**src/rtl/scan_sched.sv**
```systemverilog
// scan_sched: time-multiplexed keypad scanner and display sequencer.
//
// One scan tick every TICK_DIV clocks advances a shared strobe (sel) over
// keypad rows 0..3 and seven-segment digits 0..5. The keypad column sampled
// on a tick belongs to the row strobed just before that tick. Accepted keys
// (after DEB_CNT matching samples) are shifted into a six-digit BCD buffer.
// A separate LED-matrix row walker produces character-ROM addresses for the
// newest digit.
//
// Ports:
//   clk         system clock, rising edge
//   reset       asynchronous reset, active low
//   column      keypad column sense, active low (3'b111 = no key)
//   sel         shared row/digit strobe (0..5)
//   digit       BCD value of the digit addressed by sel (4'hF = blank)
//   key_valid   one-cycle pulse per accepted key
//   key_code    code of the last accepted key
//   buf_out     six-digit entry buffer, newest digit in [3:0]
//   row         one-hot LED-matrix row enable
//   glyph_addr  character-ROM address for the current matrix row
module scan_sched #(
  parameter int TICK_DIV = 8192,
  parameter int DEB_CNT  = 4
) (
  input  logic        clk,
  input  logic        reset,
  input  logic [2:0]  column,
  output logic [2:0]  sel,
  output logic [3:0]  digit,
  output logic        key_valid,
  output logic [3:0]  key_code,
  output logic [23:0] buf_out,
  output logic [7:0]  row,
  output logic [7:0]  glyph_addr
);

  localparam logic [16:0] TICK_LAST = 17'(TICK_DIV - 1);
  localparam logic [3:0]  DEB_LAST  = 4'(DEB_CNT);

  typedef enum logic [1:0] {IDLE, DEB, HELD, REL} state_t;

  state_t      state, state_nxt;
  logic [16:0] tick_cnt;
  logic        tick;
  logic        press_valid;
  logic [3:0]  press_code;
  logic [1:0]  krow;
  logic [3:0]  kcode;
  logic [3:0]  cnt;
  logic [3:0]  cnt_inc;
  logic        krow_sample;
  logic        same_code;
  logic        capture;
  logic        cnt_load1;
  logic        cnt_step;
  logic        accept;
  logic [23:0] buf_nxt;
  logic [2:0]  row_idx;
  logic [2:0]  row_idx_nxt;

  // Scan tick divider
  always_ff @(posedge clk or negedge reset) begin
    if (!reset) begin
      tick_cnt <= '0;
    end else if (tick) begin
      tick_cnt <= '0;
    end else begin
      tick_cnt <= tick_cnt + 17'd1;
    end
  end

  assign tick = (tick_cnt == TICK_LAST);

  // Shared strobe walks 0..5
  always_ff @(posedge clk or negedge reset) begin
    if (!reset) begin
      sel <= 3'd0;
    end else if (tick) begin
      sel <= (sel == 3'd5) ? 3'd0 : sel + 3'd1;
    end
  end

  // Keypad decode; anything outside the table, including any sample taken
  // while a display digit is strobed, is treated as no key
  always_comb begin
    press_valid = 1'b1;
    press_code  = 4'hF;
    case ({sel, column})
      {3'd0, 3'b011}: press_code = 4'd1;
      {3'd0, 3'b101}: press_code = 4'd2;
      {3'd0, 3'b110}: press_code = 4'd3;
      {3'd1, 3'b011}: press_code = 4'd4;
      {3'd1, 3'b101}: press_code = 4'd5;
      {3'd1, 3'b110}: press_code = 4'd6;
      {3'd2, 3'b011}: press_code = 4'd7;
      {3'd2, 3'b101}: press_code = 4'd8;
      {3'd2, 3'b110}: press_code = 4'd9;
      {3'd3, 3'b101}: press_code = 4'd0;
      default:        press_valid = 1'b0;
    endcase
  end

  // Once a key is being tracked only samples of its own row count
  assign krow_sample = tick && (sel == {1'b0, krow});
  assign same_code   = press_valid && (press_code == kcode);
  assign cnt_inc     = cnt + 4'd1;

  // Key FSM state register
  always_ff @(posedge clk or negedge reset) begin
    if (!reset) begin
      state <= IDLE;
    end else begin
      state <= state_nxt;
    end
  end

  // Key FSM next-state logic
  always_comb begin
    state_nxt = state;
    case (state)
      IDLE: begin
        if (tick && press_valid) state_nxt = DEB;
      end
      DEB: begin
        if (krow_sample) begin
          if (!same_code)                state_nxt = IDLE;
          else if (cnt_inc == DEB_LAST)  state_nxt = HELD;
        end
      end
      HELD: begin
        if (krow_sample && !same_code) state_nxt = REL;
      end
      REL: begin
        if (krow_sample) begin
          if (same_code)                 state_nxt = HELD;
          else if (cnt_inc == DEB_LAST)  state_nxt = IDLE;
        end
      end
      default: state_nxt = IDLE;
    endcase
  end

  // Key FSM datapath controls
  always_comb begin
    capture   = 1'b0;
    cnt_load1 = 1'b0;
    cnt_step  = 1'b0;
    accept    = 1'b0;
    case (state)
      IDLE: begin
        capture   = tick && press_valid;
        cnt_load1 = tick && press_valid;
      end
      DEB: begin
        cnt_step = krow_sample && same_code;
        accept   = krow_sample && same_code && (cnt_inc == DEB_LAST);
      end
      HELD: begin
        cnt_load1 = krow_sample && !same_code;
      end
      REL: begin
        cnt_step = krow_sample && !same_code;
      end
      default: begin
        capture = 1'b0;
      end
    endcase
  end

  assign buf_nxt = accept ? {buf_out[19:0], kcode} : buf_out;

  // Key capture, debounce counter and entry buffer
  always_ff @(posedge clk or negedge reset) begin
    if (!reset) begin
      krow      <= 2'd0;
      kcode     <= 4'hF;
      cnt       <= 4'd0;
      key_valid <= 1'b0;
      key_code  <= 4'hF;
      buf_out   <= 24'hFFFFFF;
    end else begin
      key_valid <= accept;
      buf_out   <= buf_nxt;
      if (capture) begin
        krow  <= sel[1:0];
        kcode <= press_code;
      end
      if (cnt_load1) begin
        cnt <= 4'd1;
      end else if (cnt_step) begin
        cnt <= cnt_inc;
      end
      if (accept) begin
        key_code <= kcode;
      end
    end
  end

  // Digit mux, most significant buffer digit on sel 0
  always_comb begin
    case (sel)
      3'd0:    digit = buf_out[23:20];
      3'd1:    digit = buf_out[19:16];
      3'd2:    digit = buf_out[15:12];
      3'd3:    digit = buf_out[11:8];
      3'd4:    digit = buf_out[7:4];
      3'd5:    digit = buf_out[3:0];
      default: digit = 4'hF;
    endcase
  end

  // Glyph 0 of the ROM is blank; digit d lives at glyph d+1
  function automatic logic [7:0] glyph_of(input logic [3:0] d, input logic [2:0] idx);
    logic [7:0] base;
    if (d <= 4'd9) begin
      base = ({4'd0, d} + 8'd1) << 3;
    end else begin
      base = 8'd0;
    end
    return base + {5'd0, idx};
  endfunction

  assign row_idx_nxt = row_idx + 3'd1;

  // Matrix row walker; the address is built from the buffer value that is
  // current after this edge so row and glyph always agree
  always_ff @(posedge clk or negedge reset) begin
    if (!reset) begin
      row        <= 8'b1000_0000;
      row_idx    <= 3'd0;
      glyph_addr <= 8'd0;
    end else if (tick) begin
      row        <= {row[0], row[7:1]};
      row_idx    <= row_idx_nxt;
      glyph_addr <= glyph_of(buf_nxt[3:0], row_idx_nxt);
    end
  end

endmodule

```
**config.mk**
```make
export PLATFORM = sky130hd
export DESIGN_NAME = scan_sched
export DESIGN_NICKNAME = d
export VERILOG_FILES = /design/src/rtl/scan_sched.sv
export SDC_FILE = /design/constraint.sdc
export NUM_CORES = 1
export LEC_CHECK = 0
export CORE_MARGIN = 8
export CORE_UTILIZATION = 61
export CTS_BUF_LIST = sky130_fd_sc_hd__clkbuf_8
export DETAILED_ROUTE_END_ITERATION = 10
export PLACE_DENSITY = 0.88
export SLEW_MARGIN = 20
export SYNTH_ARGS = -nofsm -noshare
export SYNTH_HDL_FRONTEND = slang
export SYNTH_SLANG_ARGS = --single-unit
```
**constraint.sdc**
```tcl
create_clock -name clk -period 5.4 [get_ports clk]
set_input_delay 1.08 -clock clk [delete_from_list [all_inputs] [get_ports clk]]
set_output_delay 1.08 -clock clk [all_outputs]
set_load 0.1 [all_outputs]
```
==> reports/results.ini <==
[detailed_routing]
drt_iter0_drc = 207
via_per_inst = 5.89
drt_pass1_iterations = 5
drcViolationCount = 0
wirelength_um = 8500
ant_nets = 0
wl_per_cell_um = 17.1
vias = 2921

[cts]
clkTransAtPathRegs_ps = 70
cts.sinks = 77
cts_resized = 0
clk_latency_ps = 340
cts_root_buf = clkbuf_8
cts_tree = yes
cts_buffers = 9
htree_levels = 3
cts_hold_buf = 0
cts_setup_buffers = 0
cts_buffer_depth = 2

[power_and_ir_drop]
p_int_w = 0.000808
irDropWorstVdd_mv = 0.203
power_switching_w = 0.000223
p_seq_share_pct = 56.0
power.density_nw_per_um2 = 218
power.leakage_nw = 2.00
switching_share_pct = 21.6
clkPwrFrac_pct = 40.9
power_frac_comb_pct = 3.1

[final_layout]
final_common_cell = clkdlybuf4s50_1
n_antenna_cell = 0
layout_common_cells = 53 x clkdlybuf4s50_1, 44 x dfrtp_1, 39 x nand2_1, 33 x mux2_2, 33 x dfstp_2
area_growth_pct = 20.3
fin_cells = 496
finalNetCount = 424
drive_gt1_share_pct = 24.6
final_area_um2 = 4730

[place]
place_area_um2 = 4530
hpwl_um = 6060
pre_cts_ws_ps = 717
dp_cells = 480
place_congestion = 0.894
io_buffer_count = 56

[floorplan]
dieHeight_um = 96.3
die_width_um = 96.3
num_rows = 29
io_pins = 57
initial_core_util_pct = 62.6
core_area_um2 = 6280
die-area_um2 = 9270

[timing]
hold_violations = 0
worst_slack_ps = 993
clock_skew_ps = 5.03
fin_crit_sh_pct = 81.6
tightest_slew_ps = 1000
finalCriticalPeriod_ps = 4410
fin_setup_tns_ps = 0
rsz0062_at_grt = false
slew_violations = 0
fmax_mhz = 227
relSlewSlack_pct = 32.9
setup_viol = 0

[worst_hold_path]
min_path_type = flop to flop
holdPathEnd = tick_cnt[12]$_DFF_PN0_
holdCritStartpoint = tick_cnt[12]$_DFF_PN0_
hold_path_depth = 1

[job]
maxCapViolCount = 0

[grt]
grt_pass1_wl_um = 13800
overflow = 0
grt_pass1_vias = 2886
antenna_found_initial = 0
grt_max_degree = 78
grtUsageTotal_pct = 19.3

[synth]
ys_seq_area_share_pct = 50.1
synth_cells = 359
ys_ff_latch = 77
synth_warnings = 0
syn-num-nets = 369
synth_area_um2 = 3930
synth-edff-count = 0
synth.distinct_cells = 59
syn_area_per_cell_um2 = 10.9
synthFlopType = dfrtp_1
async_flop_share_pct = 100

[outcome]
status = completed

[worst_setup_path]
critPathRequiredTime_ps = 4320
cp-end-kind = output port
path_max_fanout = 22
cp-start-kind = flop
rr_endpoint = glyph_addr[6]$_DFFE_PN0N_
r2r_slack_ps = 1410
path_class = flop to output port
r2r_start = sel[1]$_DFFE_PN0N_
arrival_ps = 3330
reg2regPathDepth = 11

metrics by stage:
stage	hold slack (ps)	power, W	utilization [%]
2_1_floorplan	439	0.000603	-
3_3_place_gp	457	0.000619	72.2
3_5_place_dp	469	0.000620	72.2
4_1_cts	479	0.00104	75.3
5_1_grt	504	0.00107	75.3
6_report	474	0.00103	75.3
logic make-up after synthesis:
family                     after synthesis  synth area share [%]
AOI/OAI and AO/OA                       55                  9.55
xor gates and xnor gates                28                  6.82
adders and majority gates                5                  1.59
buffers and inverters                   28                  2.99
DFF                                     77                  50.1
muxes                                   42                  12.5
and+or+nand+nor                        124                  16.4
critical path, stage by stage (launching register included):
cell,delay (ps)
dfrtp_1,830
nand2_1,230
inv_1,110
ha_1,280
nor2_1,120
a21oi_1,180
nand2_1,80
o21ai_0,110
nand2_1,70
clkdlybuf4s50_1,970
cell type report:
class / instances / area (µm²)
clock buffers: 10 / 138
clock inverters: 6 / 55.1
fillers: 407 / 1550
inverters: 13 / 48.8
multi-input cells: 254 / 1850
flip-flops and latches: 77 / 1970
well taps: 77 / 96.3
repair buffers: 59 / 576
Yosys cell counts, types with 6 or more instances:
master	count	area, µm²
nor3_1	6	30.0
xor2_1	8	70.1
a21oi_1	12	60.1
and3_1	7	43.8
inv_1	11	41.3
o21ai_0	17	85.1
clkbuf_1	8	30.0
dfstp_2	33	867
xnor2_1	17	149
nand3_1	16	80.1
dfrtp_1	44	1100
nor2_1	23	86.3
nand4_1	6	37.5
nand2_1	39	146
mux2_2	33	372
power by group through the flow:
stage          clock network, W  registers (W)   logic, W
4_1_cts                0.000430       0.000578  0.0000325
2_1_floorplan                 0       0.000588  0.0000154
5_1_grt                0.000454       0.000577  0.0000361
6_report               0.000422       0.000578  0.0000317
3_5_place_dp                  0       0.000588  0.0000323
3_3_place_gp                  0       0.000588  0.0000312
state kept, by name (all words and copies together) (netlist names), named ones only:
signal      count
cnt             4
row             8
sel             3
key_valid       1
kcode           4
key_code        4
krow            2
buf_out        24
state           1
tick_cnt       17
glyph_addr      8
worst max path at each step:
stage | endpoint | from | cells past startpoint | slack (ps)
floorplan | digit[2] | sel[2]$_DFFE_PN0N_ | 6 | 790
global placement | glyph_addr[6]$_DFFE_PN0N_ | column[0] | 12 | 1050
detailed placement | glyph_addr[6]$_DFFE_PN0N_ | column[0] | 12 | 720
CTS | digit[1] | sel[1]$_DFFE_PN0N_ | 9 | 1000
global route | glyph_addr[6]$_DFFE_PN0N_ | column[0] | 12 | 790
finish | digit[1] | sel[1]$_DFFE_PN0N_ | 9 | 990
per-layer routing:
layer | vias to the layer above | wire [µm] | GRT usage [%]
met5 | - | 0 | 0
met4 | 0 | 136 | 8.96
met3 | 12 | 580 | 5.30
met2 | 91 | 4250 | 31.2
met1 | 1438 | 3540 | 23.5
li1 | 1380 | - | -
Note: power is estimated with default switching activity, not from simulation.
